==> src/rtl/hazard_pkg.sv <==
// Shared types and constants for the MIPS pipeline hazard sequencer.
// Control vectors are packed in the order the pipeline registers consume them.
package hazard_pkg;

   typedef enum logic [1:0] {
      RUN      = 2'd0,
      MEM_WAIT = 2'd1,
      HALT     = 2'd2
   } state_t;

   typedef struct packed {
      logic pcWrite;
      logic ifidWrite;
      logic ifidFlush;
      logic idexFlush;
      logic exmemWrite;
      logic memwbBubble;
   } ctl_t;

   localparam ctl_t CTL_RUN = '{pcWrite: 1'b1, ifidWrite: 1'b1, ifidFlush: 1'b0,
                                idexFlush: 1'b0, exmemWrite: 1'b1, memwbBubble: 1'b0};

   localparam ctl_t CTL_FREEZE = '{pcWrite: 1'b0, ifidWrite: 1'b0, ifidFlush: 1'b0,
                                   idexFlush: 1'b0, exmemWrite: 1'b0, memwbBubble: 1'b1};

   localparam ctl_t CTL_RESET = '{pcWrite: 1'b0, ifidWrite: 1'b0, ifidFlush: 1'b1,
                                  idexFlush: 1'b1, exmemWrite: 1'b0, memwbBubble: 1'b1};

   localparam logic [4:0] R0 = 5'd0;

   // $zero is never a real producer, so a load into it cannot create a hazard.
   function automatic logic loadUse(input logic       exMemread,
                                    input logic [4:0] exRt,
                                    input logic [4:0] idRs,
                                    input logic [4:0] idRt,
                                    input logic       idUsesRt);
      return exMemread && (exRt != R0) &&
             ((exRt == idRs) || (idUsesRt && (exRt == idRt)));
   endfunction

endpackage

==> src/rtl/mem_wait_timer.sv <==
// Counts consecutive data-memory wait cycles; expired flags the last tolerated one.
module mem_wait_timer #(
   parameter int MAX_WAIT = 16
) (
   input  logic i_clk,
   input  logic i_reset,
   input  logic i_start,
   input  logic i_busy,
   output logic o_expired
);

   localparam int CW = $clog2(MAX_WAIT) + 1;

   logic [CW-1:0] r_waitCnt;

   // The freeze cycle in RUN counts as the first wait cycle, hence the reload with 1.
   always_ff @(posedge i_clk) begin
      if (i_reset) begin
         r_waitCnt <= '0;
      end else if (i_start) begin
         r_waitCnt <= CW'(1);
      end else if (i_busy) begin
         r_waitCnt <= r_waitCnt + CW'(1);
      end
   end

   assign o_expired = (r_waitCnt == CW'(MAX_WAIT - 1));

endmodule

==> src/rtl/hazard_sequencer.sv <==
// Pipeline sequencing controller: load-use stalls, branch/jump flushes, memory freeze and hang detection.
// Optional statistics counters are built only when HAZARD_STATS_EN is defined.
module hazard_sequencer
   import hazard_pkg::*;
#(
   parameter int MAX_WAIT = 16,
   parameter int CNT_W    = 32
) (
   input  logic             i_clk,
   input  logic             i_reset,
   input  logic [4:0]       i_id_rs,
   input  logic [4:0]       i_id_rt,
   input  logic             i_id_uses_rt,
   input  logic             i_id_jump,
   input  logic             i_ex_memread,
   input  logic [4:0]       i_ex_rt,
   input  logic             i_ex_branch_tkn,
   input  logic             i_mem_req,
   input  logic             i_dmem_ready,
   output logic             o_pc_write,
   output logic             o_ifid_write,
   output logic             o_ifid_flush,
   output logic             o_idex_flush,
   output logic             o_exmem_write,
   output logic             o_memwb_bubble,
   output logic             o_mem_timeout,
   output logic [CNT_W-1:0] o_stall_cnt,
   output logic [CNT_W-1:0] o_flush_cnt
);

   state_t r_state;
   state_t w_stateNext;
   ctl_t   w_ctl;
   ctl_t   w_hazardCtl;
   logic   w_start;
   logic   w_busy;
   logic   w_expired;
   logic   r_memTimeout;

   mem_wait_timer #(
      .MAX_WAIT (MAX_WAIT)
   ) u_timer (
      .i_clk     (i_clk),
      .i_reset   (i_reset),
      .i_start   (w_start),
      .i_busy    (w_busy),
      .o_expired (w_expired)
   );

   // Branch squashes the ID instruction, so it outranks the load-use stall.
   always_comb begin
      w_hazardCtl = CTL_RUN;
      if (i_ex_branch_tkn) begin
         w_hazardCtl.ifidFlush = 1'b1;
         w_hazardCtl.idexFlush = 1'b1;
      end else if (loadUse(i_ex_memread, i_ex_rt, i_id_rs, i_id_rt, i_id_uses_rt)) begin
         w_hazardCtl.pcWrite   = 1'b0;
         w_hazardCtl.ifidWrite = 1'b0;
         w_hazardCtl.idexFlush = 1'b1;
      end else if (i_id_jump) begin
         w_hazardCtl.ifidFlush = 1'b1;
      end
   end

   always_comb begin
      w_ctl       = CTL_RUN;
      w_stateNext = r_state;
      w_start     = 1'b0;
      w_busy      = 1'b0;
      if (i_reset) begin
         w_ctl = CTL_RESET;
      end else begin
         case (r_state)
            RUN: begin
               if (i_mem_req && !i_dmem_ready) begin
                  w_ctl       = CTL_FREEZE;
                  w_start     = 1'b1;
                  w_stateNext = MEM_WAIT;
               end else begin
                  w_ctl = w_hazardCtl;
               end
            end
            MEM_WAIT: begin
               if (!i_dmem_ready) begin
                  w_ctl  = CTL_FREEZE;
                  w_busy = 1'b1;
                  if (w_expired) begin
                     w_stateNext = HALT;
                  end
               end else begin
                  // Release is zero-cycle: pending hazards are evaluated right away.
                  w_ctl       = w_hazardCtl;
                  w_stateNext = RUN;
               end
            end
            HALT: begin
               w_ctl = CTL_FREEZE;
            end
            default: begin
               w_ctl       = CTL_FREEZE;
               w_stateNext = RUN;
            end
         endcase
      end
   end

   always_ff @(posedge i_clk) begin
      if (i_reset) begin
         r_state      <= RUN;
         r_memTimeout <= 1'b0;
      end else begin
         r_state <= w_stateNext;
         if (w_stateNext == HALT) begin
            r_memTimeout <= 1'b1;
         end
      end
   end

`ifdef HAZARD_STATS_EN
   logic [CNT_W-1:0] r_stallCnt;
   logic [CNT_W-1:0] r_flushCnt;

   // Both counters saturate rather than wrap so long runs stay meaningful.
   always_ff @(posedge i_clk) begin
      if (i_reset) begin
         r_stallCnt <= '0;
         r_flushCnt <= '0;
      end else begin
         if ((r_state != HALT) && !w_ctl.pcWrite && (r_stallCnt != '1)) begin
            r_stallCnt <= r_stallCnt + CNT_W'(1);
         end
         if (w_ctl.ifidFlush && (r_flushCnt != '1)) begin
            r_flushCnt <= r_flushCnt + CNT_W'(1);
         end
      end
   end

   assign o_stall_cnt = r_stallCnt;
   assign o_flush_cnt = r_flushCnt;
`else
   assign o_stall_cnt = '0;
   assign o_flush_cnt = '0;
`endif

   assign o_pc_write     = w_ctl.pcWrite;
   assign o_ifid_write   = w_ctl.ifidWrite;
   assign o_ifid_flush   = w_ctl.ifidFlush;
   assign o_idex_flush   = w_ctl.idexFlush;
   assign o_exmem_write  = w_ctl.exmemWrite;
   assign o_memwb_bubble = w_ctl.memwbBubble;
   assign o_mem_timeout  = r_memTimeout;

endmodule

==> config.mk <==
export PLATFORM = sky130hd
export DESIGN_NAME = hazard_sequencer
export DESIGN_NICKNAME = d
export VERILOG_FILES = /design/src/rtl/hazard_pkg.sv /design/src/rtl/mem_wait_timer.sv /design/src/rtl/hazard_sequencer.sv
export SDC_FILE = /design/constraint.sdc
export NUM_CORES = 1
export LEC_CHECK = 0
export CELL_PAD_IN_SITES_DETAIL_PLACEMENT = 1
export CELL_PAD_IN_SITES_GLOBAL_PLACEMENT = 1
export CORE_UTILIZATION = 18
export CTS_CLUSTER_DIAMETER = 60
export CTS_CLUSTER_SIZE = 40
export DETAILED_ROUTE_END_ITERATION = 10
export PLACE_DENSITY = 0.81
export SYNTH_ARGS = -nofsm -noshare
export SYNTH_HDL_FRONTEND = slang
export SYNTH_SLANG_ARGS = --single-unit
export TNS_END_PERCENT = 1
==> constraint.sdc <==
create_clock -name i_clk -period 1.35 [get_ports i_clk]
set_input_delay 0.135 -clock i_clk [delete_from_list [all_inputs] [get_ports i_clk]]
set_output_delay 0.135 -clock i_clk [all_outputs]
set_load 0.005 [all_outputs]
Yosys cells after proc, flatten, opt, wreduce, memory -nomap -nowiden
Cells that the tools add are included.
W data, S select, Z words.
{ "classes": {"add_sub_neg": 1, "n_eq_ne": 6, "muxes": 23, "n_reduce_logical": 10} }
{ "ops": {"columns": ["operator", "n"], "rows": [
  ["$mux W6", 3],
  ["$mux W2", 7],
  ["$pmux W6 S2", 1],
  ["$mux W1", 11],
  ["$eq A5 B5 Y1", 2],
  ["$pmux W2 S3", 1],
  ["$add A5 B1 Y5 const B", 1],
  ["$eq A5 B4 Y1 const B", 1],
  ["$reduce_bool A5 Y1", 1],
  ["$eq A2 B2 Y1 const B", 2],
  ["$logic_and A1 B1 Y1", 4],
  ["$eq A2 B1 Y1 const B", 1],
  ["$logic_not A2 Y1", 1],
  ["$reduce_bool A2 Y1", 1],
  ["$reduce_or A2 Y1", 1],
  ["$logic_not A1 Y1", 1],
  ["$logic_or A1 B1 Y1", 1]
]} }
{ "word_totals": {"ff_bits": 8, "input_bits": 23, "out_inout_bits": 71, "elab_cells": 44} }

Logic depth before layout (Yosys ltp)
{ "depth": {"word_depth": 9, "mapped_depth": 6, "mapped_depth_nobuf": 6} }

By module
A second synthesis with hierarchy kept.
{ "unflattened": {"cells_unflattened": 136, "hier_area_um2": 1098.6} }
{ "modules_own_cells": {"columns": ["mod", "n_inst", "cells_per_inst", "area_each_um2", "seq_area_each_um2"], "rows": [
  ["hazard_sequencer", 1, 111, 827.0, 60.1],
  ["mem_wait_timer", 1, 25, 271.5, 100.1]
]} }

Worst setup path before layout
Ideal clock, no wire load.
{ "synth_path": {"kind": "reg2out", "from": "register r_state[0]", "to": "output port o_idex_flush", "arrival_ps": 1206, "t_required_ps": 1215, "setup_slack_ps": 9, "stages_incl_launch_ff": 5, "n_path_buf": 1, "cell_sequence": "dfxtp_1 -> clkbuf_1 -> nor2_1 -> o21ba_2 -> a221o_1"} }
{ "synth_via": {"elab_chain_cells": 3, "elab_cells_between_ends": 4, "classes_between": "eq/ne (1); mux (2); reduce/logical (1)"} }
{ "synth_rtl": {"columns": ["item", "line_no", "rtl"], "rows": [
  ["start, declared", "hazard_sequencer.sv:31", "state_t r_state;"],
  ["start signal, assigned", "hazard_sequencer.sv:112", "r_state <= w_stateNext;"],
  ["$eq A2 B1 Y1 / $logic_not A2 Y1 (equally long branches)", "hazard_sequencer.sv:73", "case (r_state)"],
  ["$pmux W6 S2 *", "hazard_sequencer.sv:73", null],
  ["$mux W6 *", "hazard_sequencer.sv:70", "if (i_reset) begin"],
  ["end, declared", "hazard_sequencer.sv:23", "output logic o_idex_flush,"]
]} }
Every way passes the cells marked *; elsewhere a longest branch is shown, timed or not.

Final worst setup path
{ "layout_path": {"from": "input port i_ex_rt[2]", "to": "output port o_idex_flush"} }
{ "layout_via": {"elab_chain_cells": 9, "elab_cells_between_ends": 13, "classes_between": "eq/ne (2); mux (6); reduce/logical (5)"} }
{ "layout_rtl": {"columns": ["item", "line_no", "rtl"], "rows": [
  ["start, declared", "hazard_sequencer.sv:16", "input logic [4:0] i_ex_rt,"],
  ["$eq A5 B5 Y1", "hazard_pkg.sv:38", "((exRt == idRs) || (idUsesRt && (exRt == idRt)));"],
  ["$logic_and A1 B1 Y1", "hazard_pkg.sv:38", null],
  ["$logic_or A1 B1 Y1", "hazard_pkg.sv:38", null],
  ["$logic_and A1 B1 Y1 *", "hazard_pkg.sv:37", "return exMemread && (exRt != R0) &&"],
  ["$mux W1 *", "hazard_sequencer.sv:56", "end else if (loadUse(i_ex_memread, i_ex_rt, i_id_rs, i_id_rt, i_id_uses_rt)) begin"],
  ["$mux W2 *", "hazard_sequencer.sv:53", "if (i_ex_branch_tkn) begin"],
  ["$mux W6 (on tied branches)", "hazard_sequencer.sv:84, hazard_sequencer.sv:75", null],
  ["$pmux W6 S2 *", "hazard_sequencer.sv:73", null],
  ["$mux W6 *", "hazard_sequencer.sv:70", null]
]} }
Marked as above.

==> qor.txt <==
Ports -> 94
Pwr dens -> 583.4 nW/um2
Leakage power total -> 0.6796 nW
Total number of vias -> 875
Share of flip-flops with an asynchronous set or reset -> 0%
Pre-CTS setup slack -> -922.2 ps
Max rail drop VDD -> 0.0001708 V
Period utilization -> 113.5%
DR DRC count -> 0
Cell variety after synth -> 34
Max Clk Rate -> 652.5 MHz
Cell area after synthesis -> 1061 um2
Crit start category -> input pin
H-tree levels -> 1
Yosys reg bits -> 8
Ant. Diodes -> 0
CTS Buf Count -> 3
Clock Skew -> 4.066 ps
Violated checks -> negative setup slack
Kind of critical path -> input pin to output pin
Crit-path slowest cell -> or4_4
Gr usage total -> 7.287%
Crit-path cells -> buf_6 -> or4_4 -> o21ai_4 -> nor2_1 -> a221o_1 -> buf_2
Status -> finished with violations
1st-iter DRT viols -> 23
Core area -> 5608 um2
DR WL/cell -> 9.539 um
Syn avg cell area -> 7.745 um2
Share of cells above drive strength 1 -> 22.53%
Crit path DAT -> 1400 ps
RePlAce Congestion -> 0.7111
CP delay by family, top -> simple AND/OR/NAND/NOR gates
Drt via density -> 3.445
CTS Buffer Depth -> 2
Routed WL -> 2.423 mm
Pre-Repair DR Iteration Count -> 2
Top FF cell, synth -> dfxtp_1
Clk root buf -> clkbuf_8
Clk sinks -> 8
Cell Count, Final, Fillers Out -> 254
Layout area overhead -> 30.31%
CTS tree -> done
Worst Path Required -> 1220 ps
Minimum clock period -> 1533 ps
Yosys warns -> 0
Endpoint class of the critical path -> output pin
Final setup viols -> 5
First-pass GRT wire length -> 3.519 mm
Max cap viols -> 0
Placed Cells -> 250
Worst-Skew Late Latency -> 230 ps
Clock slew at reported path FFs -> 40 ps
Seq/Total Area, Yosys -> 15.09%
I/O Buffers -> 29
Final Hold Vio Count -> 0
Core Rows -> 27
Slew Limit Fails -> 0
Die height -> 78.78 um
Worst-path fanout max -> 3
Worst hold path class -> input pin to flop
Die Span X -> 78.78 um
Slowest stage delay, CP -> 550 ps
Post-synth EDFFs -> 0
Antenna violations before repair -> 0
Worst Path Buf+Inv -> 2
DP Wirelength -> 1.979 mm
Vias in the first global route -> 818
DIE AREA -> 6206 um2
Layout Nets -> 209
RSZ-0062 raised after global routing -> true
Syn Inst Count -> 137
Final ANT Viol Nets -> 0
GRT overflow -> 0
Initial cell density of the core -> 18.92%
Post-route setup slack -> -182.5 ps
Pin count of the biggest net entering global routing -> 10
==> stage by stage <==
stage / area [um2] / hold slack, ps / power (mW) / utilization, % / setup TNS (ps)
floorplan: 1297 / 213.7 / 0.4966 / - / 0
global placement: 1303 / 446.0 / 0.5033 / 23.23 / -4475
detailed placement: 1303 / 454.5 / 0.5104 / 23.23 / -4833
CTS: 1360 / 393.2 / 0.8080 / 24.25 / -776.1
global route: 1383 / 426.2 / 0.8546 / 24.65 / -785.6
finish: 1383 / 396.7 / 0.8066 / 24.65 / -428.5
==> power by group <==
part           total (mW)  switching (mW)  internal [mW]
Sequential          0.245         0.00301          0.242
Combinational       0.264           0.131          0.134
Clock               0.298           0.104          0.194
==> cell families (layout without fill, tap and decap cells) <==
logic type | count (synthesis) | count (layout) | synth area share (%)
flops | 8 | 8 | 15.09
other cells | 1 | 64 | 0.3534
buf+inv | 71 | 53 | 48.11
simple gates | 26 | 26 | 12.74
mux | 2 | 2 | 2.005
fa+ha+maj | 2 | 2 | 2.358
xor+xnor | 10 | 10 | 8.254
compound gates | 17 | 17 | 11.09
==> timing repair <==
action / CTS / global route
hold buffers: 0 / 0
endpoints found under the setup margin: 6 / 10
setup buffers: 1 / 0
gates resized for setup: 46 / 11
hold endpoints to repair: 0 / 0
pin swaps: 12 / 9
gates cloned: 0 / 0
==> final cells by class <==
type | count | area, um2
fillers | 721 | 4225
well taps | 72 | 90.09
flip-flops and latches | 8 | 161.4
clock buffers | 3 | 41.29
repair buffers | 46 | 396.6
multi-input cells | 121 | 678.2
inverters | 4 | 15.01
==> cell usage after synthesis, drive strengths merged, types with 2 or more instances <==
cell type | n | area share [%]
nor2b | 3 | 1.8
o21ai | 4 | 2.2
nand3 | 2 | 0.94
clkbuf | 2 | 0.71
ha | 2 | 2.4
nor3 | 2 | 0.94
xnor2 | 10 | 8.3
buf | 65 | 46
nand2 | 4 | 1.4
dfxtp | 8 | 15
nor2 | 8 | 2.8
a21oi | 4 | 1.9
inv | 4 | 1.4
==> state kept, by name, indices dropped and copies added (netlist names) <==
| name | cells |
|---|---|
| u_timer.r_waitCnt | 5 |
| r_state | 2 |
| o_mem_timeout | 1 |
==> path summary, 6_finish.rpt <==
path	slack [ps]	depth (start not counted)	to	from
max reg2reg	10	5	u_timer.r_waitCnt[4]	u_timer.r_waitCnt[1]
max	-180	6	o_idex_flush	i_ex_rt[2]
min	400	3	r_state[0]	i_dmem_ready
min reg2reg	450	2	o_mem_timeout	o_mem_timeout
==> cells in the final DEF, fill, tap and decap left out, types with 2 or more instances in the layout <==
| cell type | instances |
|---|---|
| clkdlybuf4s50_1 | 11 |
| xnor2_1 | 10 |
| clkbuf_8 | 3 |
| buf_6 | 2 |
| dlygate4sd2_1 | 4 |
| nand3_1 | 2 |
| nand2_1 | 4 |
| dfxtp_1 | 7 |
| buf_4 | 17 |
| nor2b_1 | 3 |
| dlymetal6s2s_1 | 4 |
| nor3_1 | 2 |
| nor2_1 | 7 |
| o21ai_0 | 2 |
| inv_1 | 4 |
| a21oi_1 | 3 |
| buf_2 | 5 |
| conb_1 | 64 |
==> tightest hold or removal path, delay by kind of cell <==
| family | cells | cell delay (ps) |
|---|---|---|
| buf+inv | 2 | 410 |
| simple gates | 1 | 40 |
==> metal layers <==
layer	global-route usage, %	wire [um]	vias up
met5	0	0	-
li1	-	-	410
met3	1.264	182	9
met2	14.00	1359	55
met1	6.980	802	401
met4	5.000	79	0
No activity file was read; power rests on OpenSTA's default activity.
